**config.mk**
```make
export PLATFORM = sky130hd
export DESIGN_NAME = key_event_decoder
export DESIGN_NICKNAME = d
export VERILOG_FILES = /design/src/rtl/key_event_pkg.sv /design/src/rtl/key_event_decoder.sv
export SDC_FILE = /design/constraint.sdc
export NUM_CORES = 1
export LEC_CHECK = 0
export BUFFER_PORTS_ARGS = -buffer_cell sky130_fd_sc_hd__buf_2
export CAP_MARGIN = 40
export CORE_MARGIN = 2
export CORE_UTILIZATION = 60
export CTS_CLUSTER_DIAMETER = 150
export DETAILED_ROUTE_END_ITERATION = 6
export PLACE_DENSITY = 0.76
export SLEW_MARGIN = 10
export SYNTH_ARGS = -nofsm -noshare
export SYNTH_HDL_FRONTEND = slang
export SYNTH_SLANG_ARGS = --single-unit
```
**constraint.sdc**
```tcl
create_clock -name clk -period 5.6 [get_ports clk]
set_input_delay 1.4 -clock clk [delete_from_list [all_inputs] [get_ports clk]]
set_output_delay 1.4 -clock clk [all_outputs]
set_load 0.03 [all_outputs]
```
**src/rtl/key_event_pkg.sv**
```systemverilog
// Shared state encoding and default 50 MHz timing constants for the key event decoder.
package key_event_pkg;

  typedef enum logic [2:0] {
    S_IDLE   = 3'd0,
    S_PRESS1 = 3'd1,
    S_WAIT2  = 3'd2,
    S_PRESS2 = 3'd3,
    S_LONG   = 3'd4
  } key_state_e;

  localparam int unsigned DEF_LONG_CNT = 32'd50_000_000;
  localparam int unsigned DEF_DBL_CNT  = 32'd15_000_000;
  localparam int unsigned DEF_REP_CNT  = 32'd10_000_000;
  localparam int unsigned DEF_CNT_W    = 32'd26;

endpackage

```
**src/rtl/key_event_decoder.sv**
```systemverilog
// Classifies a debounced key level into press, click, double-click, long-press and
// auto-repeat pulses; every output is registered, one cycle after the causing edge.
module key_event_decoder
  import key_event_pkg::*;
#(
  parameter int unsigned LONG_CNT = DEF_LONG_CNT,
  parameter int unsigned DBL_CNT  = DEF_DBL_CNT,
  parameter int unsigned REP_CNT  = DEF_REP_CNT,
  parameter int unsigned CNT_W    = DEF_CNT_W
) (
  input  logic clk,
  input  logic rst_n,
  input  logic key_filter,
  output logic key_press,
  output logic key_click,
  output logic key_double,
  output logic key_long,
  output logic key_repeat,
  output logic key_hold
);

  localparam logic [CNT_W-1:0] LONG_LAST = CNT_W'(LONG_CNT - 32'd1);
  localparam logic [CNT_W-1:0] DBL_LAST  = CNT_W'(DBL_CNT - 32'd1);
  localparam logic [CNT_W-1:0] REP_LAST  = CNT_W'(REP_CNT - 32'd1);
  localparam logic [CNT_W-1:0] TIMER_MAX = {CNT_W{1'b1}};

  key_state_e       state_q, state_d;
  logic [CNT_W-1:0] timer_q, timer_d;
  logic             key_q;
  logic             rise_s, fall_s, timer_clr_s;
  logic             press_d, click_d, double_d, long_d, repeat_d;

  assign rise_s = key_filter & ~key_q;
  assign fall_s = ~key_filter & key_q;

  // Next-state and pulse decode; edges take priority over timer expiry in every state.
  always_comb begin
    state_d     = state_q;
    timer_clr_s = 1'b0;
    press_d     = 1'b0;
    click_d     = 1'b0;
    double_d    = 1'b0;
    long_d      = 1'b0;
    repeat_d    = 1'b0;
    case (state_q)
      S_IDLE: begin
        if (rise_s) begin
          state_d = S_PRESS1;
          press_d = 1'b1;
        end else begin
          state_d = S_IDLE;
        end
      end
      S_PRESS1: begin
        if (fall_s) begin
          state_d = S_WAIT2;
        end else if (timer_q == LONG_LAST) begin
          state_d = S_LONG;
          long_d  = 1'b1;
        end else begin
          state_d = S_PRESS1;
        end
      end
      S_WAIT2: begin
        if (rise_s) begin
          state_d = S_PRESS2;
          press_d = 1'b1;
        end else if (timer_q == DBL_LAST) begin
          state_d = S_IDLE;
          click_d = 1'b1;
        end else begin
          state_d = S_WAIT2;
        end
      end
      S_PRESS2: begin
        if (fall_s) begin
          state_d  = S_IDLE;
          double_d = 1'b1;
        end else if (timer_q == LONG_LAST) begin
          state_d = S_LONG;
          long_d  = 1'b1;
        end else begin
          state_d = S_PRESS2;
        end
      end
      S_LONG: begin
        if (fall_s) begin
          state_d = S_IDLE;
        end else if (timer_q == REP_LAST) begin
          repeat_d    = 1'b1;
          timer_clr_s = 1'b1;
        end else begin
          state_d = S_LONG;
        end
      end
      default: begin
        state_d = S_IDLE;
      end
    endcase
  end

  // Timer restarts on any state change or repeat, and saturates rather than wrapping while idle.
  always_comb begin
    timer_d = timer_q;
    if ((state_d != state_q) || timer_clr_s) begin
      timer_d = '0;
    end else if (timer_q != TIMER_MAX) begin
      timer_d = timer_q + CNT_W'(1);
    end else begin
      timer_d = timer_q;
    end
  end

  // State, timer, edge-detect and registered outputs.
  always_ff @(posedge clk or negedge rst_n) begin
    if (!rst_n) begin
      state_q    <= S_IDLE;
      timer_q    <= '0;
      key_q      <= 1'b0;
      key_press  <= 1'b0;
      key_click  <= 1'b0;
      key_double <= 1'b0;
      key_long   <= 1'b0;
      key_repeat <= 1'b0;
      key_hold   <= 1'b0;
    end else begin
      state_q    <= state_d;
      timer_q    <= timer_d;
      key_q      <= key_filter;
      key_press  <= press_d;
      key_click  <= click_d;
      key_double <= double_d;
      key_long   <= long_d;
      key_repeat <= repeat_d;
      key_hold   <= key_filter;
    end
  end

endmodule

```
* After elaboration in Yosys (flattened, before gate mapping)
Index checks and enable logic that the tools add are counted.
Operators by class: mux-type cells 25, reduce and logical (&&, ||, !) cells 5, add/subtract/negate cells 1, equal/unequal tests 9, bitwise gates (word level) 4
Operator list (count):
- 26-bit by 24-bit equality test with 1-bit output (second input constant) | 2
- 26-bit 2-to-1 mux | 2
- 26-bit by 1-bit adder with 26-bit output (second input constant) | 1
- 26-bit equality test (second input constant) | 1
- 26-bit inequality test (second input constant) | 1
- 3-bit 2-to-1 mux | 6
- 3-bit case mux with 5 select lines | 1
- 1-bit 2-to-1 mux | 14
- 3-bit by 2-bit equality test with 1-bit output (second input constant) | 2
- 2-bit 2-to-1 mux | 2
- 2-bit OR reduction | 2
- 3-bit by 1-bit equality test with 1-bit output (second input constant) | 1
- 3-bit equality test (second input constant) | 1
- 3-bit logical NOT | 1
- 3-bit inequality test | 1
- 1-bit AND | 2
- 1-bit inverter | 2
- 2-bit nonzero test | 1
- 1-bit logical OR | 1
Storage, ports and cells: flip-flop bits (word level) 35

* Depth between registers and ports, before layout
Gate-level depths: netlist of run 1.
depth after elaboration 7, depth in mapped cells 9, mapped depth without buffers 6

* Worst setup path after synthesis of run 1
Ideal clock, no wire load.
kind in2reg, start point in key_filter, end point reg timer_q[18], required time 5.529 ns, arrival 2.548 ns, stages on the path 7, path slack 2.980 ns, cells stage by stage nor4b_1 > a211oi_1 > o31ai_1 > a311o_1 > buf_4 > buf_4 > nor2_1
Between the ends: longest elaborated chain between the ends 7, elaborated cells on any way between the ends 15, classes of those cells eq/ne (1); mux (9); bitwise (3); reduce/logical (2)
Ends and longest elaborated chain:
- from (decl) | RTL line key_event_decoder.sv:13 | input logic key_filter,
- 1-bit inverter | RTL line key_event_decoder.sv:34 | assign fall_s = ~key_filter & key_q;
- 1-bit AND | RTL line key_event_decoder.sv:34
- 3-bit 2-to-1 mux (on tied branches) | RTL line key_event_decoder.sv:87, key_event_decoder.sv:55, key_event_decoder.sv:76
- 3-bit case mux with 5 select lines | RTL line key_event_decoder.sv:45 | case (state_q)
- 3-bit inequality test | RTL line key_event_decoder.sv:105 | if ((state_d != state_q) || timer_clr_s) begin
- 1-bit logical OR * | RTL line key_event_decoder.sv:105
- 26-bit 2-to-1 mux / 2-bit nonzero test (equally long branches)
- to (signal assigned) | RTL line key_event_decoder.sv:128 | timer_q <= timer_d;
- to (decl) | RTL line key_event_decoder.sv:28 | logic [CNT_W-1:0] timer_q, timer_d;
Every way passes the cells marked *; elsewhere a longest branch is shown, timed or not. A chain may end at the register's enable or synchronous reset.

* Worst setup path after layout of run 1
start point in key_filter, end point reg timer_q[0]
The elaborated chain is that of the path after synthesis.

==> results of run 1 <==
## cells by family after synthesis
family,count (synthesis),share of synthesized area
AO/OA/AOI/OAI,29,0.116
XOR/XNOR,22,0.0935
adder cells (fa/ha/maj),1,0.00607
buffers and inverters,12,0.0376
flip-flops,35,0.425
AND/OR/NAND/NOR,118,0.322
## synth_stat cells (all sizes together)
master | count | share of area
a2111o | 1 | 0.0055
a2111oi | 3 | 0.031
a211oi | 5 | 0.018
a21oi | 12 | 0.029
a311o | 1 | 0.0049
a31oi | 1 | 0.0030
and3 | 4 | 0.012
and3b | 1 | 0.0043
and4 | 5 | 0.021
and4bb | 1 | 0.0061
buf | 9 | 0.032
clkbuf | 1 | 0.0024
dfrtp | 35 | 0.43
ha | 1 | 0.0061
inv | 2 | 0.0036
nand2 | 22 | 0.040
nand2b | 1 | 0.0030
nand3 | 15 | 0.036
nand3b | 1 | 0.0036
nand4 | 8 | 0.030
nand4b | 1 | 0.0043
nor2 | 30 | 0.055
nor2b | 1 | 0.0030
nor3 | 7 | 0.019
nor3b | 2 | 0.0097
nor4 | 10 | 0.038
nor4b | 5 | 0.021
nor4bb | 1 | 0.0049
o2111ai | 1 | 0.0043
o21a | 1 | 0.0036
o21bai | 1 | 0.0036
o311a | 1 | 0.0049
o31ai | 1 | 0.0036
o41ai | 1 | 0.0043
or2 | 1 | 0.0030
or3 | 1 | 0.0030
or4 | 1 | 0.0036
xnor2 | 21 | 0.089
xor2 | 1 | 0.0043
## per-layer routing
metal | vias up | share of wire | GRT usage
met5 | - | 0 | 0
met4 | 0 | 0.029 | 0.108
met3 | 16 | 0.057 | 0.0360
met2 | 66 | 0.48 | 0.422
met1 | 818 | 0.43 | 0.324
li1 | 814 | - | -
## how the worst min path moves through the flow
stage | startpoint | endpoint
CTS | key_q | key_press
detailed placement | key_q | key_press
global placement | key_q | key_press
finish | key_q | key_press
floorplan | timer_q[24] | timer_q[24]
global route | key_q | key_press
## sequential cells by signal, indices dropped and copies added, names as in the netlist
signal	cells
timer_q	26
state_q	3
key_click	1
key_double	1
key_long	1
key_press	1
key_q	1
key_repeat	1
## cell type report
cell class / count / area, um^2
fill: 275 / 1140
multi-input combinational: 170 / 1110
sequential: 35 / 876
timing repair buffer: 11 / 70.1
tap: 46 / 57.6
clock buffer: 5 / 37.5
clock inverter: 3 / 15.0
inverter: 2 / 7.51
## metrics by stage
step	setup slack, ps	instance area (um^2)
after floorplan	2980	2060
after global placement	2340	2090
after detailed placement	2500	2120
after CTS	2880	2170
after global routing	2690	2170
final	2880	2170
## critical path, stage by stage
cell and delay (ps):
buf_2 120, inv_1 60, o2111ai_1 130, nor4_1 390, a311o_1 550, buf_6 240
nor2_1 70
## power breakdown
group          internal [uW]  switching (uW)  leakage [uW]  total [uW]
Sequential               270            24.5      0.000477         295
Clock                   46.6            83.6     0.0000347         130
Combinational           26.8            39.8      0.000346        66.6
Total                    344             148      0.000857         492
==> flow_summary.ini, run 1 <==
[clock_tree]
cts_resized = 0
path_clk_slew_ps = 110
insertion_delay_ps = 340
h-tree-depth = 2
cts-root-buf = clkbuf_4
hold_buffers = 0
cts_tree = done
post_cts_buffers = 0
cts_buffers = 5
cts_sinks = 35
clk_path_buf_depth = 2

[logic_synthesis]
synth_seq_area_share = 0.425
synthCells = 217
ys_seq_elements = 35
syn-num-nets = 221
syn_area_um2 = 2060
ys_warn_count = 0
synth.distinct_cells = 46
syn_avg_cell_area_um2 = 9.50

[worst_setup_path]
startpoint = key_filter
crit_fanout = 15
cp-start-kind = input pin
r2r-end = timer_q[0]
critPathCaptureType = flip-flop
cp.arrival_ps = 2960
regToRegStartpoint = timer_q[0]
crit_type = in -> reg
required_ps = 5840
ff2ff_path_depth = 7
rrSetupSlack_ps = 3130
critical_path.endpoint = timer_q[0]

[sta]
rsz0062_at_grt = false
slew_viol_final = 0
fin_setup_tns_ps = 0
hold_ws_ps = 562
fin_crit_sh = 0.486
setup_viol_count_final = 0
finalClockSkew_ps = 8.51
finalHoldViolCount = 0
period_minus_slack_ps = 2720
slew_headroom = 0.505
max_clock_freq_mhz = 367
tightestPinTransition_ps = 742

[finish]
layout_commonest_cell = dfrtp_1
fin_util = 0.656
area_growth_pct = 5.34
drive_gt1_frac = 0.119
final_net_count = 229
final_cells = 272
antenna_cells = 0
layout_common_cells = 35 x dfrtp_1, 30 x nor2_1, 22 x nand2_1, 21 x xnor2_1, 15 x nand3_1

[die]
fp-row-count = 21
die_w_um = 62.6
dieHeight_um = 62.6
core_area_um2 = 3310
die-area_um2 = 3920
ioPinCount = 9
start_util = 0.622

[power]
fin_total_pwr_uw = 492
leakage_uw = 0.000857
peakVddDrop_v = 0.000156
powerDensity_nw_per_um2 = 227

[route]
drtPass1Iterations = 4
vias_per_cell = 6.30
route.detailed.drc = 0
drt-total-wl_mm = 4.32
ant_nets = 0
via_count = 1714
dr.first_iter.drc_count = 104
wl_per_cell_um = 15.9

[place]
dpl.hpwl_mm = 3.11
numPlacedInstances = 264
port_buffers = 8
gp_congestion = 0.901

[grt]
grt.total_usage = 0.251
antenna_found_initial = 0
grt_pass1_vias = 1735
overflow = 0
grt_pass1_wl_mm = 7.88
grt_max_degree = 36

[min_path]
hold_path_class = reg -> reg
hold_depth = 1

[job]
drv_cap = 0

[outcome]
status = finished clean
(Power assumes the default switching activity.)
==> run 2, diff against run 1 <==
--- a/config.mk
+++ b/config.mk
@@ -8,10 +8,10 @@
 export BUFFER_PORTS_ARGS = -buffer_cell sky130_fd_sc_hd__buf_2
 export CAP_MARGIN = 40
 export CORE_MARGIN = 2
-export CORE_UTILIZATION = 60
+export CORE_UTILIZATION = 55
 export CTS_CLUSTER_DIAMETER = 150
 export DETAILED_ROUTE_END_ITERATION = 6
-export PLACE_DENSITY = 0.76
+export PLACE_DENSITY = 0.73
 export SLEW_MARGIN = 10
 export SYNTH_ARGS = -nofsm -noshare
 export SYNTH_HDL_FRONTEND = slang
==> constraint.sdc (replaced) <==
create_clock -name clk -period 2.4 [get_ports clk]
set_input_delay 0.6 -clock clk [delete_from_list [all_inputs] [get_ports clk]]
set_output_delay 0.6 -clock clk [all_outputs]
set_load 0.03 [all_outputs]
==> run 2 against run 1 <==
Effect of this change:
- routed wire length grew 2.5%
- sequential share of layout area shrank 0.91 points
- global-route usage shrank 1.8 points
- sequential power grew 130%
- clock skew shrank 4.5 ps
- final cell count grew 1.1%
- highest routed layer unchanged
==> flow_summary.ini, run 2 (synthesis results as in run 1) <==
[power]
switching_share = 0.268
leakage_uw = 0.000878
powerDensity_nw_per_um2 = 590
seq_power_share = 0.529
comb_power_share = 0.125
p_int_uw = 959
power.switching_uw = 351
peakVddDrop_v = 0.000394
clockPowerShare = 0.346

[min_path]
hold_path_class = in -> async

[grt]
grt_max_degree = 36
grt_pass1_wl_mm = 7.59
grt_pass1_vias = 1632
overflow = 0
grt.total_usage = 0.233
antenna_found_initial = 0

[clock_tree]
insertion_delay_ps = 280
hold_buffers = 0
h-tree-depth = 2
cts_sinks = 35
cts_resized = 0
cts_tree = done
cts_buffers = 5
cts-root-buf = clkbuf_8
post_cts_buffers = 0
clk_path_buf_depth = 2
path_clk_slew_ps = 70

[worst_setup_path]
cp-start-kind = flip-flop
cp.arrival_ps = 2300
critPathCaptureType = flip-flop
required_ps = 2560
crit_fanout = 15
crit_type = reg -> reg
rrSetupSlack_ps = 270

[finish]
reg_top3 = timer_q: 26 flops, state_q: 3 flops
layout_common_cells = 35 x dfrtp_1, 30 x nor2_1, 22 x nand2_1, 21 x xnor2_1, 15 x nand3_1
drive_gt1_frac = 0.119
stdcell_area_um2 = 2220
final_net_count = 230
antenna_cells = 0
largest_reg_flops = 26
layout_commonest_cell = dfrtp_1
area_growth_pct = 7.77
regMostFlops = timer_q

[place]
port_buffers = 8
dpl.hpwl_mm = 3.22
gp_congestion = 0.894
placed_area_um2 = 2120

[die]
ioPinCount = 9
die-area_um2 = 4250
dieHeight_um = 65.2
die_w_um = 65.2
fp-row-count = 22
core_area_um2 = 3630
start_util = 0.567

[sta]
tightestPinTransition_ps = 763
rsz0062_at_grt = false
finalClockSkew_ps = 4.04
fin_setup_tns_ps = 0
max_clock_freq_mhz = 469
fin_crit_sh = 0.889
slew_headroom = 0.491
setup_viol_count_final = 0
hold_ws_ps = 386
finalHoldViolCount = 0
slew_viol_final = 0
period_minus_slack_ps = 2130

[route]
drt-total-wl_mm = 4.42
dr.first_iter.drc_count = 130
drtPass1Iterations = 4
wl_per_cell_um = 16.1
via_count = 1694
ant_nets = 0
vias_per_cell = 6.16
route.detailed.drc = 0

[outcome]
status = finished clean

[job]
drv_cap = 0
==> run 2: cell types whose count changed in the layout (fill, tap and decap cells not counted) <==
cell,change
buf_6,-2
clkinv_2,-3
clkbuf_8,+7
buf_4,+3
clkbuf_1,+1
clkbuf_4,-5
==> run 2: power groups by stage <==
stage	logic, uW	clock network (uW)	registers, uW
after detailed placement	168	0	702
after floorplan	116	0	692
after global placement	154	0	696
after global routing	186	498	700
after CTS	169	468	691
final	164	453	693
==> run 2: final timing paths <==
kind	cells after the start	to	from
setup / recovery	7	timer_q[18]	timer_q[0]
hold / removal	1	key_press	rst_n
setup reg to reg	7	timer_q[18]	timer_q[0]
hold reg to reg	1	key_press	key_q
max in group asynchronous	1	timer_q[22]	rst_n
min in group clk	1	key_q	key_filter
==> run 2: worst max-delay path, cell delays in order, from the launching register on <==
cell	delay, ps
dfrtp_1	410
ha_1	240
and3_1	310
nand2_1	130
nor4_1	390
a311o_1	250
buf_4	220
nor2_1	70
==> run 2: cell type report <==
class	instances	area, um^2
multi-input cells	170	1110
inverters	2	7.51
fillers	327	1410
well taps	48	60.1
clock buffers	8	100
flip-flops and latches	35	876
repair buffers	12	70.1
==> run 2: metrics by stage <==
step,power [uW],std cells,utilization,setup slack [ps]
2_1_floorplan,808,217,-,482
3_3_place_gp,850,267,0.584,372
3_5_place_dp,870,267,0.584,298
4_1_cts,1330,275,0.611,281
5_1_grt,1380,275,0.611,42.7
6_report,1310,275,0.611,266
==> run 2: per-layer routing <==
| layer | track usage | routed length [um] | vias up |
|---|---|---|---|
| met5 | 0 | 0 | - |
| met4 | 0.0625 | 48 | 0 |
| met3 | 0.0565 | 213 | 9 |
| met2 | 0.390 | 2170 | 45 |
| met1 | 0.301 | 1990 | 820 |
| li1 | - | - | 820 |
